==> src/rtl/hazard_forward_ctrl.sv <==
// Hazard detection and operand forwarding controller for the pipelined datapath.
// Forward selects and stall/flush controls are combinational; the stall/flush
// sequencer state, remaining-cycle count and performance counters are registered.
module hazard_forward_ctrl #(
    parameter int unsigned NUM_SRC      = 3,
    parameter int unsigned NUM_STG      = 3,
    parameter int unsigned ADDR_W       = 4,
    parameter int unsigned LOAD_USE_STG = 1,
    parameter int unsigned BR_FLUSH     = 1,
    parameter int unsigned CNT_W        = 16,
    localparam int unsigned SEL_W       = $clog2(NUM_STG + 1)
) (
    input  logic                       clk_i,
    input  logic                       clr_i,
    input  logic [NUM_SRC*ADDR_W-1:0]  id_src_addr_i,
    input  logic [NUM_SRC-1:0]         id_src_used_i,
    input  logic [NUM_STG*ADDR_W-1:0]  stg_dst_addr_i,
    input  logic [NUM_STG-1:0]         stg_rf_en_i,
    input  logic [NUM_STG-1:0]         stg_is_load_i,
    input  logic                       branch_taken_i,
    output logic [NUM_SRC*SEL_W-1:0]   fwd_sel_o,
    output logic                       pc_en_o,
    output logic                       ifid_le_o,
    output logic                       nop_insert_o,
    output logic                       ifid_flush_o,
    output logic [1:0]                 fsm_state_o,
    output logic [CNT_W-1:0]           stall_cnt_o,
    output logic [CNT_W-1:0]           flush_cnt_o
);

    localparam int unsigned REM_MAX = (LOAD_USE_STG > BR_FLUSH) ? LOAD_USE_STG : BR_FLUSH;
    localparam int unsigned REM_W   = $clog2(REM_MAX + 1);
    localparam logic [ADDR_W-1:0] PC_REG = ADDR_W'(15);

    typedef enum logic [1:0] {
        ST_RUN   = 2'b00,
        ST_STALL = 2'b01,
        ST_FLUSH = 2'b10
    } state_e;

    state_e             state_q, state_d;
    logic [REM_W-1:0]   rem_q, rem_d;
    logic [CNT_W-1:0]   stall_cnt_q, flush_cnt_q;

    logic [SEL_W-1:0]   sel_c;
    logic               hazard_c;
    int                 near_ld_c;
    int                 wait_c;

    // Nearest-stage forwarding per source and load-use hazard detection.
    always_comb begin
        fwd_sel_o = '0;
        hazard_c  = 1'b0;
        near_ld_c = int'(NUM_STG);
        sel_c     = '0;
        for (int i = 0; i < int'(NUM_SRC); i++) begin
            sel_c = '0;
            for (int k = int'(NUM_STG) - 1; k >= 0; k--) begin
                if (id_src_used_i[i] && stg_rf_en_i[k] &&
                    (stg_dst_addr_i[k*ADDR_W +: ADDR_W] == id_src_addr_i[i*ADDR_W +: ADDR_W]) &&
                    (id_src_addr_i[i*ADDR_W +: ADDR_W] != PC_REG)) begin
                    sel_c = SEL_W'(k + 1);
                    if (stg_is_load_i[k] && (k < int'(LOAD_USE_STG))) begin
                        hazard_c = 1'b1;
                        if (k < near_ld_c) near_ld_c = k;
                    end
                end
            end
            if (!clr_i) fwd_sel_o[i*SEL_W +: SEL_W] = sel_c;
        end
        wait_c = int'(LOAD_USE_STG) - near_ld_c;
    end

    // Stall/flush sequencer: next state, remaining count and pipeline controls.
    always_comb begin
        state_d      = state_q;
        rem_d        = rem_q;
        pc_en_o      = 1'b1;
        ifid_le_o    = 1'b1;
        nop_insert_o = 1'b0;
        ifid_flush_o = 1'b0;
        if (!clr_i) begin
            if (branch_taken_i) begin
                // A taken branch overrides any stall and (re)starts the flush window.
                ifid_flush_o = 1'b1;
                if (BR_FLUSH > 1) begin
                    rem_d   = REM_W'(BR_FLUSH - 1);
                    state_d = ST_FLUSH;
                end else begin
                    rem_d   = '0;
                    state_d = ST_RUN;
                end
            end else begin
                case (state_q)
                    ST_RUN: begin
                        if (hazard_c) begin
                            pc_en_o      = 1'b0;
                            ifid_le_o    = 1'b0;
                            nop_insert_o = 1'b1;
                            if (wait_c > 1) begin
                                rem_d   = REM_W'(wait_c - 1);
                                state_d = ST_STALL;
                            end
                        end
                    end
                    ST_STALL: begin
                        pc_en_o      = 1'b0;
                        ifid_le_o    = 1'b0;
                        nop_insert_o = 1'b1;
                        if (rem_q == REM_W'(1)) state_d = ST_RUN;
                        else                    rem_d   = rem_q - REM_W'(1);
                    end
                    ST_FLUSH: begin
                        ifid_flush_o = 1'b1;
                        if (rem_q == REM_W'(1)) state_d = ST_RUN;
                        else                    rem_d   = rem_q - REM_W'(1);
                    end
                    default: begin
                        state_d = ST_RUN;
                        rem_d   = '0;
                    end
                endcase
            end
        end
    end

    // State, remaining count and saturating event counters.
    always_ff @(posedge clk_i) begin
        if (clr_i) begin
            state_q     <= ST_RUN;
            rem_q       <= '0;
            stall_cnt_q <= '0;
            flush_cnt_q <= '0;
        end else begin
            state_q <= state_d;
            rem_q   <= rem_d;
            if (nop_insert_o && (stall_cnt_q != '1)) stall_cnt_q <= stall_cnt_q + CNT_W'(1);
            if (ifid_flush_o && (flush_cnt_q != '1)) flush_cnt_q <= flush_cnt_q + CNT_W'(1);
        end
    end

    assign fsm_state_o = state_q;
    assign stall_cnt_o = stall_cnt_q;
    assign flush_cnt_o = flush_cnt_q;

endmodule

==> config.mk <==
export PLATFORM = sky130hd
export DESIGN_NAME = hazard_forward_ctrl
export DESIGN_NICKNAME = d
export VERILOG_FILES = /design/src/rtl/hazard_forward_ctrl.sv
export SDC_FILE = /design/constraint.sdc
export NUM_CORES = 1
export LEC_CHECK = 0
export CELL_PAD_IN_SITES_DETAIL_PLACEMENT = 1
export CELL_PAD_IN_SITES_GLOBAL_PLACEMENT = 1
export CORE_ASPECT_RATIO = 1.5
export CORE_MARGIN = 2
export CORE_UTILIZATION = 32
export DETAILED_ROUTE_END_ITERATION = 8
export GPL_ROUTABILITY_DRIVEN = 1
export PLACE_DENSITY_LB_ADDON = 0.1
export SETUP_SLACK_MARGIN = 0.02
export SLEW_MARGIN = 20
export SYNTH_ARGS = -nofsm -noshare
export SYNTH_HDL_FRONTEND = slang
export SYNTH_SLANG_ARGS = --single-unit
==> constraint.sdc <==
create_clock -name clk_i -period 2.7 [get_ports clk_i]
set_input_delay 0.54 -clock clk_i [delete_from_list [all_inputs] [get_ports clk_i]]
set_output_delay 0.54 -clock clk_i [all_outputs]
set_load 0.02 [all_outputs]
== Yosys cells after proc, flatten, opt, wreduce, memory -nomap -nowiden ==
Cells that the tools add are included.
Cells by class
  mux-type cells: 45
  $add $sub $neg: 5
  $lt $le $gt $ge: 3
  equality and inequality tests: 19
  reduce and logical (&&, ||, !) cells: 34
Operator list (number)
  $mux 32: 7
  $lt 1x32->1 const A: 2
  $eq 4x4->1: 9
  $add 16x1->16 const B: 2
  $gt 32x2->1 const B: 1
  $mux 2: 16
  $ne 16x16->1 const B: 2
  $sub 2x32->32 const A: 1
  $logic_and 1x1->1: 29
  $mux 1: 18
  $ne 4x4->1 const B: 3
  $pmux 1 s2: 3
  $ne 2x2->1 const B: 2
  $pmux 2 s2: 1
  $reduce_or 2->1: 2
  $reduce_and 3->1: 1
  $eq 2x1->1 const B: 1
  $eq 2x2->1 const B: 1
  $logic_not 2->1: 1
  $ne 2x1->1 const B: 1
  $reduce_and 2->1: 1
  $sub 1x1->1 const B: 2
Word-level totals
  word-level logic and storage cells: 110
  register bits: 35
  output and inout port bits: 44
  bits of input ports: 36

== Logic depth before layout (Yosys ltp) ==
  word-level depth: 17
  depth in mapped cells: 9
  gate-level depth less buffers: 7

== Worst setup path after synthesis ==
No wires, ideal clock.
  path type: input-to-output
  start point: input stg_dst_addr_i[1]
  end point: output pc_en_o
  required time: 2160 ps
  slack: 364 ps
  arrival time: 1796 ps
  buffers on the path: 1
  stages: 5
  cells stage by stage: xor2_1 > or4_4 > a31oi_1 > a21oi_1 > buf_4
On the way
  cells in the longest elaborated chain, start to end: 12
  elaborated cells between the ends (all ways): 18
  those cells by class: 3 x eq/ne; 9 x mux; 6 x reduce/logical
RTL lines
  start, declared: RTL line 17  | input logic [NUM_STG*ADDR_W-1:0] stg_dst_addr_i,
  $eq 4x4->1: RTL line 60  | (stg_dst_addr_i[k*ADDR_W +: ADDR_W] == id_src_addr_i[i*ADDR_W +: ADDR_W]) &&
  $logic_and 1x1->1: RTL line 59  | if (id_src_used_i[i] && stg_rf_en_i[k] &&
  $logic_and 1x1->1: RTL line 60
  $mux 1: RTL line 59
  $mux 1: RTL line 63  | if (stg_is_load_i[k] && (k < int'(LOAD_USE_STG))) begin
  $mux 1: RTL line 59
  $mux 1: RTL line 63
  $mux 1 (*): RTL line 59
  $mux 1 (*)
  $pmux 1 s2 (*)
  $mux 1 (*) (2 in series)
  end, declared: RTL line 22  | output logic pc_en_o,
Every way passes the cells marked *; elsewhere a longest branch is shown, timed or not.

== Worst setup path after layout ==
  start point: input stg_dst_addr_i[7]
  end point: output fwd_sel_o[5]
On the way
  cells in the longest elaborated chain, start to end: 6
RTL lines
  $eq 4x4->1: RTL line 60
  $logic_and 1x1->1: RTL line 59
  $logic_and 1x1->1: RTL line 60
  $mux 2 (2 in series): RTL line 59
  $mux 2: RTL line 69  | if (!clr_i) fwd_sel_o[i*SEL_W +: SEL_W] = sel_c;
  end, declared: RTL line 21  | output logic [NUM_SRC*SEL_W-1:0] fwd_sel_o,
Every way passes these cells.

==> results.py <==
metrics = {
    "run_status": {
        "outcome": "finished, final reports clean",
    },
    "place": {
        "dp_hpwl_mm": 5.41,
        "io_buffers": 76,
        "dpl.cell_count": 439,
        "globalplace.congestion": 0.892,
    },
    "synth": {
        "synth_top_family_by_area": "simple AND/OR/NAND/NOR gates",
        "synthesis.nets": 301,
        "post_synth_instance_area_um2": 2210,
        "post-synth-top-area-cell": "dfxtp_1",
        "ys.warnings.count": 0,
        "ys_top_cells_by_area": "dfxtp_1 31%, xor2_1 15%, xnor2_1 6.0%, nor2_1 4.1%, nand4_1 4.0%",
        "synth-seq-cells": 34,
        "yosys_top_cell_area_share": 0.309,
        "synth_mux_area_frac": 0.00454,
        "synth_edf_count": 0,
        "synth-simple-area-share": 0.319,
        "fraction_of_the_mapped_netlist_area_in_compound_gates": 0.105,
        "synthDistinctLibCells": 45,
        "synth-main-ff-cell": "dfxtp_1",
        "synthCells": 263,
        "synth.most_common_cell": "xor2_1",
        "synth_async_sr_flop_share": 0,
        "synth_seq_area_share": 0.309,
        "synth_xor_xnor_area_share": 0.206,
        "post_synthesis_share_of_cell_area_spent_on_full_adders_half_adders_and_majority_gates": 0.0113,
        "ys_top_cells_by_count": "37 x xor2_1, 34 x dfxtp_1, 24 x nor2_1",
        "synthesis.area_per_instance_um2": 8.39,
    },
    "worst_setup_path": {
        "data_required_time_at_the_worst_endpoint_ns": 2.16,
        "critical_path.max_stage_delay_ns": 0.52,
        "critPathSlowestCell": "clkdlybuf4s50_1",
        "critical_path.endpoint_type": "primary output",
        "cp_data_arrival_time_ns": 2.08,
        "worstRegToRegCells": 7,
        "critPathMaxFanout": 3,
        "critical_path.cell_chain": "clkdlybuf4s50_1 -> xor2_1 -> nor4_2 -> nor2_1 -> nor3_1 -> buf_2",
        "critical_path.startpoint_type": "input pin",
        "timing_worst_setup_path_type": "in2out",
    },
    "clock_tree": {
        "clock_tree_from_tritoncts": "done",
        "cts_buffers": 5,
        "path_clk_slew_ns": 0.07,
        "clock_sinks": 34,
        "clk-insertion-delay-late_ns": 0.28,
        "cts_root_buf": "clkbuf_8",
        "htree_num_levels": 2,
        "cts.path.max_buffers": 2,
    },
    "global_route": {
        "groute.usage.overall": 0.180,
        "grt_start_max_net_pins": 27,
        "via_count_of_the_first_global_routing_pass": 2425,
        "globalRoute.totalOverflow": 0,
        "grt_pass1_wl_mm": 11.0,
        "grt_antenna_before_repair": 0,
    },
    "routing": {
        "detail_route_antenna_nets": 0,
        "vias": 2273,
        "postRouteWirelength_mm": 6.59,
        "drt_pre_antenna_iters": 4,
        "drc": 0,
        "vias_per_cell": 5.07,
        "routed_len_inst_um": 14.7,
        "initialDrtViolationCount": 78,
    },
    "final_layout": {
        "instances_no_fill": 448,
        "drive_above_1_share": 0.186,
        "flow.area_growth_from_synthesis_pct": 51.4,
        "design.final.nets": 407,
        "number_of_diodes": 0,
    },
    "timing": {
        "clock-skew-final_ns": 0.0103,
        "timing.final.crit_period_ns": 2.62,
        "max_clock_freq_mhz": 382,
        "setup_viol": 0,
        "setup_tns_ns": 0,
        "rsz0062_at_grt": "no",
        "portion_of_the_clock_cycle_consumed_by_the_worst_path_in_the_final_layout": 0.971,
        "final-max-slew-violation-count": 0,
        "hold_violations": 0,
    },
    "pwr": {
        "cellPowerDensity_nw_per_um2": 381,
        "leakage_nw": 1.32,
        "power.ir.vdd_worst_mv": 0.210,
    },
    "floorplan": {
        "fp.dieArea_um2": 7590,
        "number_of_primary_i_o_pins": 80,
        "num_rows": 37,
        "chipWidth_um": 71.8,
        "core-area_um2": 6760,
        "die_height_um": 106,
        "effective_utilization_at_floorplan": 0.326,
    },
    "hold_path": {
        "holdCritPathClass": "reg2reg",
        "hold_depth": 1,
    },
    "flow_run": {
        "max-cap-violations": 0,
    },
}
-- cell type report --
class	instances	area, um^2
multi-input combinational	215	1460
inverter	4	15.0
tap	78	97.6
sequential	34	681
fill	830	3420
clock buffer	5	68.8
clock inverter	3	68.8
timing repair buffer	109	946
-- registers in the layout (all words and copies together), names as in the netlist --
name,cells
stall_cnt_o,16
flush_cnt_o,16
fsm_state_o,1
rem_q,1
-- per-layer routing --
layer | GRT usage | up-vias | wire [um]
li1 | - | 1142 | -
met1 | 0.187 | 1075 | 2530
met2 | 0.356 | 52 | 3720
met3 | 0.0325 | 4 | 272
met4 | 0.0458 | 0 | 74
met5 | 0 | - | 0
-- placed cells by master, fill, tap and decap left out, types with 3 or more instances in the layout --
master,instances
clkdlybuf4s50_1,43
xor2_1,37
buf_4,35
dfxtp_1,34
nor2_1,24
dlygate4sd2_1,20
nand2_1,16
a21oi_1,16
nand3_1,16
xnor2_1,15
nand4_1,14
o21ai_1,9
or3_1,8
and3_1,7
buf_2,7
nor3_1,5
clkbuf_8,5
nand2b_1,4
nor4_2,4
inv_1,4
o31ai_1,4
or4_1,4
dlymetal6s2s_1,3
-- report_power, final --
| group | internal [mW] | leakage [nW] | switching (mW) |
|---|---|---|---|
| clock network | 0.370 | 0.0683 | 0.195 |
| logic | 0.101 | 0.979 | 0.0997 |
| registers | 0.504 | 0.274 | 0.00412 |
-- kinds of logic after synthesis --
logic type,after synthesis
flops,34
buf+inv,14
fa+ha+maj,2
simple gates,122
mux,1
other cells,1
xor+xnor,52
compound gates,37
-- final timing paths --
path,start,to,slack (ns)
max,stg_dst_addr_i[7],fwd_sel_o[5],0.08
min,rem_q,fsm_state_o[0],0.42
min reg2reg,rem_q,fsm_state_o[0],0.42
max reg2reg,stall_cnt_o[3],stall_cnt_o[14],0.61
-- critical path: cells and delay by family --
kind          cells  cell delay, ns
simple gates      3            0.60
xor+xnor          1            0.22
buf+inv           2            0.72
-- stage by stage --
stage	setup slack, ns	area, um^2	total power, mW	utilization	hold WS (ns)
finish	0.0792	3340	1.27	0.494	0.415
global route	0.0236	3340	1.33	0.494	0.445
CTS	0.0373	3340	1.30	0.494	0.423
detailed placement	-0.632	3220	0.730	0.477	0.412
global placement	-0.614	3220	0.728	0.477	0.406
floorplan	0.364	2210	0.604	-	0.394
-- timing repair --
item                       CTS  global route
gates cloned                 0             0
setup buffers                1             0
pin swaps                    6             2
resized for setup           66             7
setup endpoints to repair   10             7
hold buffers                 0             0
hold endpoints to repair     0             0
(Power assumes the default switching activity.)
==> variant: new RTL, config.mk and constraints unchanged <==
Change the parameter `NUM_STG` from 3 to 2.
--- a/src/rtl/hazard_forward_ctrl.sv
+++ b/src/rtl/hazard_forward_ctrl.sv
@@ -5,3 +5,3 @@
     parameter int unsigned NUM_SRC      = 3,
-    parameter int unsigned NUM_STG      = 3,
+    parameter int unsigned NUM_STG      = 2,
     parameter int unsigned ADDR_W       = 4,
Ports: changed (resized stg_dst_addr_i, stg_is_load_i and stg_rf_en_i); port bits go from 80 to 74. No check against the original RTL was run, so the function may have changed too.
==> variant against the original RTL <==
- die area shrank 5.1%
- total power shrank 15%
- setup slack lost 20 ps
- sequential cell count is the same
- critical endpoint is now nop_insert_o
- first-iteration DRC count shrank 59%
- synthesized area shrank 5.3%
- largest power group is now registers
- clock skew shrank 2.4 ps
- final area shrank 4.3%
- wire length shrank 7.0%
- combinational power shrank 5%
==> variant: results (changes against the original RTL) <==
Global route
  • Vias in the first global route: 2,243 (-7.5%)
  • Largest net degree at the start of global routing: 26 (-3.7%)
  • GR Util All Layers: 0.173 (-0.00719)
  • First-pass GRT wire length: 10,100 microns (-8.6%)

STA
  • Hold WS: 422 ps (+6.82 ps)
  • Setup Skew: 7.90 ps (-2.37 ps)

Placement
  • Hpwl dp: 4910 microns (-9.2%)
  • Placed Instances: 426 (-3.0%)
  • I/O Buffers: 71 (-6.6%)
  • RD Place Congestion: 0.830 (-7.0%)

Final layout
  • Final nets: 393 (-3.4%)
  • Final cell count without fillers: 438 (-2.2%)
  • Share of layout cells above drive strength 1: 0.221 (+0.0345)

Setup path
  • Peak per-stage delay on the critical path: 570 ps (+50 ps)
  • CP max stage cell: or4_4
  • R2R setup slack: 560 ps (-50 ps)
  • Critical Path Source: id_src_addr_i[3]
  • Reg-to-reg endpoint: stall_cnt_o[9]
  • Top delay family on crit path: simple AND/OR/NAND/NOR gates
  • RR Startpoint: stall_cnt_o[0]
  • Reg2Reg Depth: 9 (+2)

Synth
  • Top post-synthesis cells by area: dfxtp_1 33%, xnor2_1 7.5%, xor2_1 7.5%
  • Post-Syn Nets: 285 (-5.3%)
  • Cell variety after synth: 43 (-4.4%)

Power
  • Static Leak: 1.21 nW (-8.4%)
  • Psw: 0.000273 W (-8.6%)
  • VDD IR max: 0.165 mV (-22%)

Routing
  • WL final: 6130 microns (-7.0%)
  • Via Count: 2,265 (-0.35%)
  • Initial DRC Count: 32 (-59%)

Status
  • Status: finished clean
## variant: worst reg2reg max path, stage by stage (launching register included)
cell and delay (ps):
dfxtp_1 360, ha_1 270, nand4_1 120, nor3_1 60
buf_4 150, a21oi_1 140, o31ai_2 160, buf_4 200
or4_1 470, a21oi_1 150
## variant: cell families after synthesis
logic type      synth area share
simple gates               0.310
compound gates             0.140
xor+xnor                   0.151
flops                      0.326
buf+inv                   0.0395
mux                       0.0204
fa+ha+maj                 0.0120
other cells              0.00180
## variant: layer usage
metal,share of wire,routed length (microns),vias to the layer above,track usage
met1,0.39,2420,1086,0.183
met4,0.017,106,0,0.0621
met3,0.037,229,6,0.0323
met2,0.55,3380,52,0.338
met5,0,0,-,0
li1,-,-,1121,-
## variant: worst max path at each step
stage | to | slack, ps | cells past startpoint
after floorplan | pc_en_o | 120 | 7
after global placement | nop_insert_o | -790 | 8
after detailed placement | nop_insert_o | -820 | 8
after CTS | ifid_le_o | 30 | 7
after global routing | nop_insert_o | -40 | 8
final | nop_insert_o | 60 | 8
## variant: area by class of cell
| cell class | instances | area (sq um) |
|---|---|---|
| fill | 804 | 3200 |
| multi-input combinational | 203 | 1360 |
| timing repair buffer | 110 | 942 |
| sequential | 34 | 681 |
| tap | 76 | 95.1 |
| clock buffer | 7 | 86.3 |
| inverter | 7 | 26.3 |
| clock inverter | 1 | 5.00 |
## variant: through the flow
step / total power [W] / setup TNS, ps / setup WS, ps
after floorplan: 0.000592 / 0 / 115
after global placement: 0.000712 / -7160 / -789
after detailed placement: 0.000715 / -7850 / -823
after CTS: 0.00110 / 0 / 32.4
after global routing: 0.00114 / -74.3 / -35.7
final: 0.00109 / 0 / 59.1
## variant: power by group through the flow
stage / sequential [W] / combinational [W] / clock [W]
after floorplan: 0.000524 / 0.0000680 / 0
after global placement: 0.000521 / 0.000191 / 0
after detailed placement: 0.000521 / 0.000194 / 0
after CTS: 0.000509 / 0.000191 / 0.000405
after global routing: 0.000510 / 0.000205 / 0.000422
final: 0.000509 / 0.000190 / 0.000388
## variant: repair_timing
| action | 4_1_cts | 5_1_grt |
|---|---|---|
| buffers inserted | 2 | 3 |
| setup endpoints to repair | 10 | 7 |
| pin swaps | 4 | 12 |
| resized for setup | 52 | 18 |
